**src/rtl/mux_rr_rtl.sv**
```systemverilog
// N-input registered multiplexer with valid/ready handshakes, round-robin or forced arbitration,
// and a single-entry output register that reloads on the same cycle it drains for full throughput.
module mux_rr_rtl #(
    parameter int nbits = 8,
    parameter int ninputs = 4,
    localparam int sbits = $clog2(ninputs)
) (
    input  logic                     clk,
    input  logic                     rst,
    input  logic [ninputs-1:0]       in_val,
    output logic [ninputs-1:0]       in_rdy,
    input  logic [ninputs*nbits-1:0] in_msg,
    input  logic                     force_en,
    input  logic [sbits-1:0]         force_sel,
    output logic                     out_val,
    input  logic                     out_rdy,
    output logic [nbits-1:0]         out_msg,
    output logic [sbits-1:0]         out_sel
);

    logic               full;
    logic [nbits-1:0]   msg_reg;
    logic [sbits-1:0]   sel_reg;
    logic [sbits-1:0]   ptr;

    logic [ninputs-1:0] grant;
    logic [sbits-1:0]   grant_idx;
    logic [nbits-1:0]   grant_msg;
    logic               found;
    logic [sbits:0]     idx;
    logic               can_enq;
    logic               xfer;

    assign out_val = full;
    assign out_msg = msg_reg;
    assign out_sel = sel_reg;

    assign can_enq = !full || out_rdy;
    assign in_rdy  = grant & {ninputs{can_enq && !rst}};
    assign xfer    = |in_rdy;

    // Round-robin scans channels starting at ptr; idx wraps by subtraction so non-power-of-2 counts work.
    always_comb begin
        grant     = '0;
        grant_idx = '0;
        grant_msg = '0;
        found     = 1'b0;
        idx       = '0;
        if (force_en) begin
            for (int unsigned i = 0; i < ninputs; i++) begin
                if (force_sel == sbits'(i) && in_val[i]) begin
                    grant[i]  = 1'b1;
                    grant_idx = sbits'(i);
                    grant_msg = in_msg[i*nbits +: nbits];
                end
            end
        end else begin
            for (int unsigned j = 0; j < ninputs; j++) begin
                idx = {1'b0, ptr} + (sbits+1)'(j);
                if (idx >= (sbits+1)'(ninputs))
                    idx = idx - (sbits+1)'(ninputs);
                for (int unsigned i = 0; i < ninputs; i++) begin
                    if (!found && idx == (sbits+1)'(i) && in_val[i]) begin
                        grant[i]  = 1'b1;
                        grant_idx = sbits'(i);
                        grant_msg = in_msg[i*nbits +: nbits];
                        found     = 1'b1;
                    end
                end
            end
        end
    end

    always_ff @(posedge clk) begin
        if (rst) begin
            full    <= 1'b0;
            msg_reg <= '0;
            sel_reg <= '0;
            ptr     <= '0;
        end else begin
            if (xfer) begin
                full    <= 1'b1;
                msg_reg <= grant_msg;
                sel_reg <= grant_idx;
                if (!force_en)
                    ptr <= (grant_idx == sbits'(ninputs - 1)) ? '0 : grant_idx + 1'b1;
            end else if (full && out_rdy) begin
                full <= 1'b0;
            end
        end
    end

endmodule

```
**config.mk**
```make
export PLATFORM = sky130hd
export DESIGN_NAME = mux_rr_rtl
export DESIGN_NICKNAME = d
export VERILOG_FILES = /design/src/rtl/mux_rr_rtl.sv
export SDC_FILE = /design/constraint.sdc
export NUM_CORES = 1
export LEC_CHECK = 0
export CORE_MARGIN = 4
export CORE_UTILIZATION = 35
export DETAILED_ROUTE_END_ITERATION = 16
export GPL_ROUTABILITY_DRIVEN = 0
export PLACE_DENSITY_LB_ADDON = 0.1
export SYNTH_ARGS = -nofsm -noshare
export SYNTH_HDL_FRONTEND = slang
export SYNTH_SLANG_ARGS = --single-unit
```
**constraint.sdc**
```tcl
create_clock -name clk -period 6.45 [get_ports clk]
set_input_delay 1.29 -clock clk [delete_from_list [all_inputs] [get_ports clk]]
set_output_delay 1.29 -clock clk [all_outputs]
set_load 0.05 [all_outputs]
```
==> summary.txt <==
Port bufs -> 56
DR vias/cell -> 6.65
Power Internal -> 0.245 mW
Leak -> 1.02 nW
Commonest non-fill, non-tap cell in the layout -> clkdlybuf4s50_1
Fin. Hold Viols -> 0
Clock Latency Late Sink -> 0.24 ns
CTS max path bufs -> 2
Drc violations -> 0
GRT overflow -> 0
N_diodes -> 0
Crit. End Element -> output port
Cell Count, Final, Fillers Out -> 487
Total Routing Usage GR -> 23.7%
TritonRoute pass-1 iters -> 7
Most used DFF post-synth -> dfxtp_1
Comb pwr share -> 62.8%
Critical path class -> in2out
Vias in the first global route -> 2970
Fraction of registers with async set/reset -> 0%
Unique masters post-synth -> 66
First-pass GRT wire length -> 16100 µm
Antenna violations before repair -> 0
Row cnt -> 30
DR iter-0 viols -> 562
Number of setup buffers added after CTS -> 0
Die area -> 8380 µm²
Syn. warnings -> 0
Resized cells post-CTS -> 0
Fmax -> 189 MHz
CTS tree -> done
Hold buffers post-CTS -> 0
Fillers -> 691
RSZ-0062 raised after global routing -> false
Slew headroom -> 25.3%
VDD IR max -> 0.0000594 V
Htree depth -> 1
Starting Density -> 35.9%
Crit path max fanout -> 15
Post-synthesis sequential area ratio -> 10.7%
# setup viols final -> 0
WP data required -> 5.16 ns
Status -> finished clean
I/O pin count -> 57
Sequential Power Share -> 22.0%
Largest net degree at the start of global routing -> 41
Critical Path AT -> 4.00 ns
Core Box Area -> 6790 µm²
Net Sw Power -> 0.219 mW
Tcrit/Tclk final -> 82.1%
Die X -> 91.5 µm
CTS root buffer -> clkbuf_8
Dpl hpwl -> 7400 µm
Synthesized area -> 2440 µm²
Worst Tran Pin Value -> 1.12 ns
Layout cell share with drive strength beyond 1 -> 9.21%
Number of max-cap violations -> 0
Final wirelength -> 10600 µm
Mean Syn Cell Area -> 6.82 µm²
Post-route ant nets -> 0
Final setup skew -> 0.00234 ns
Num CTS Buffers -> 3
Post-Synthesis Cells -> 358
P&R area growth vs syn -> 25.6%
Commonest cells after routing, fill and taps aside -> clkdlybuf4s50_1, nand2_1, nor2_1, a21oi_1, o21ai_0
Crit start category -> input pin
Hold WC Path Type -> reg2reg
# clock sinks -> 13
Clock power share -> 15.2%
Post-synthesis register bit count -> 13
Syn_nets -> 400
Pwr Density -> 151 nW/µm²
Clock-pin slew on the worst setup and hold paths -> 0.05 ns
Tmin final -> 5.29 ns
Sw frac -> 47.2%
Post-route setup TNS -> 0 ns
Final max-slew violation count -> 0
DIE HEIGHT -> 91.5 µm
Post-synth EDFFs -> 0
Placed Instances -> 483
Routed length per instance -> 21.8 µm
Final nets -> 434
Via Count -> 3237
==> worst max-delay path, cell delays in order <==
cell and delay (ns):
clkdlybuf4s50_1 0.88, clkinv_1 0.42, o21a_4 0.27, a221oi_4 0.28
clkdlybuf4s50_1 0.85
==> metal layers <==
metal  GRT usage [%]  vias to the layer above  part of all wire (%)
met5               0                        -                     0
met4            7.04                        0                   1.6
met3            4.56                       20                    12
met2            36.8                      234                    45
met1            32.8                     1497                    41
li1                -                     1486                     -
==> path summary, 6_finish.rpt <==
check	startpoint	endpoint	slack, ns	depth (start not counted)
max reg2reg	ptr[1]$_SDFFE_PP0P_	out_msg[4]$_SDFFE_PP0P_	3.23	7
max	force_en	in_rdy[3]	1.16	5
min	out_sel[1]$_SDFFE_PP0P_	out_sel[1]$_SDFFE_PP0P_	0.50	2
min reg2reg	out_sel[1]$_SDFFE_PP0P_	out_sel[1]$_SDFFE_PP0P_	0.50	2
==> power groups by stage <==
stage | Clock (mW) | Combinational (mW) | Sequential [mW]
3_5_place_dp | 0 | 0.283 | 0.103
5_1_grt | 0.0738 | 0.308 | 0.104
4_1_cts | 0.0720 | 0.284 | 0.102
2_1_floorplan | 0 | 0.156 | 0.135
6_report | 0.0705 | 0.291 | 0.102
3_3_place_gp | 0 | 0.283 | 0.104
==> cell families after synthesis <==
| logic type | Yosys count | synth area share, % |
|---|---|---|
| compound gates | 150 | 47.4 |
| simple gates | 143 | 31.8 |
| buf+inv | 49 | 8.82 |
| flops | 13 | 10.7 |
| mux | 3 | 1.33 |
==> synth_stat cells (4+ instances only) <==
cell | n | area [µm²]
buf_2 | 10 | 50.1
a211oi_1 | 6 | 45.0
nor3_1 | 5 | 25.0
a311oi_2 | 6 | 90.1
nor2_1 | 23 | 86.3
nand2b_1 | 6 | 37.5
dfxtp_1 | 13 | 260
o21a_1 | 4 | 30.0
a22oi_1 | 8 | 60.1
nand2_1 | 35 | 131
o22ai_1 | 12 | 75.1
nor2b_1 | 6 | 37.5
a221o_1 | 5 | 50.1
nand3_1 | 17 | 85.1
a32oi_1 | 7 | 61.3
a31oi_1 | 7 | 43.8
a21o_1 | 4 | 30.0
nand4_1 | 6 | 37.5
inv_1 | 14 | 52.6
o21ai_0 | 19 | 95.1
o31ai_1 | 7 | 52.6
clkbuf_1 | 18 | 67.6
nor2_2 | 7 | 43.8
and3_1 | 10 | 62.6
o211ai_1 | 10 | 75.1
a222oi_1 | 6 | 60.1
a21oi_1 | 21 | 105
and2_1 | 6 | 37.5
==> registers in the layout, summed over array words and instances, names as in the netlist <==
signal / cells
ptr: 2
out_msg: 8
out_sel: 2
out_val: 1
==> metrics by stage <==
stage	hold slack [ns]	power (mW)	utilization (%)	area (µm²)	setup WS, ns
after detailed placement	0.493	0.386	44.5	3020	1.22
after floorplan	0.705	0.290	-	2440	2.22
after CTS	0.508	0.458	45.1	3070	1.22
after global routing	0.532	0.485	45.1	3070	1.08
after global placement	0.486	0.387	44.5	3020	1.24
final	0.501	0.464	45.1	3070	1.16
==> final cells by class <==
type                    instances  area [µm²]  share of cell area (%)
multi-input cells             296        1970                    64.3
repair buffers                 63         613                    20.0
flip-flops and latches         13         260                    8.49
well taps                      96         120                    3.92
inverters                      15        56.3                    1.84
clock buffers                   4        45.0                    1.47
(Power assumes the default switching activity.)
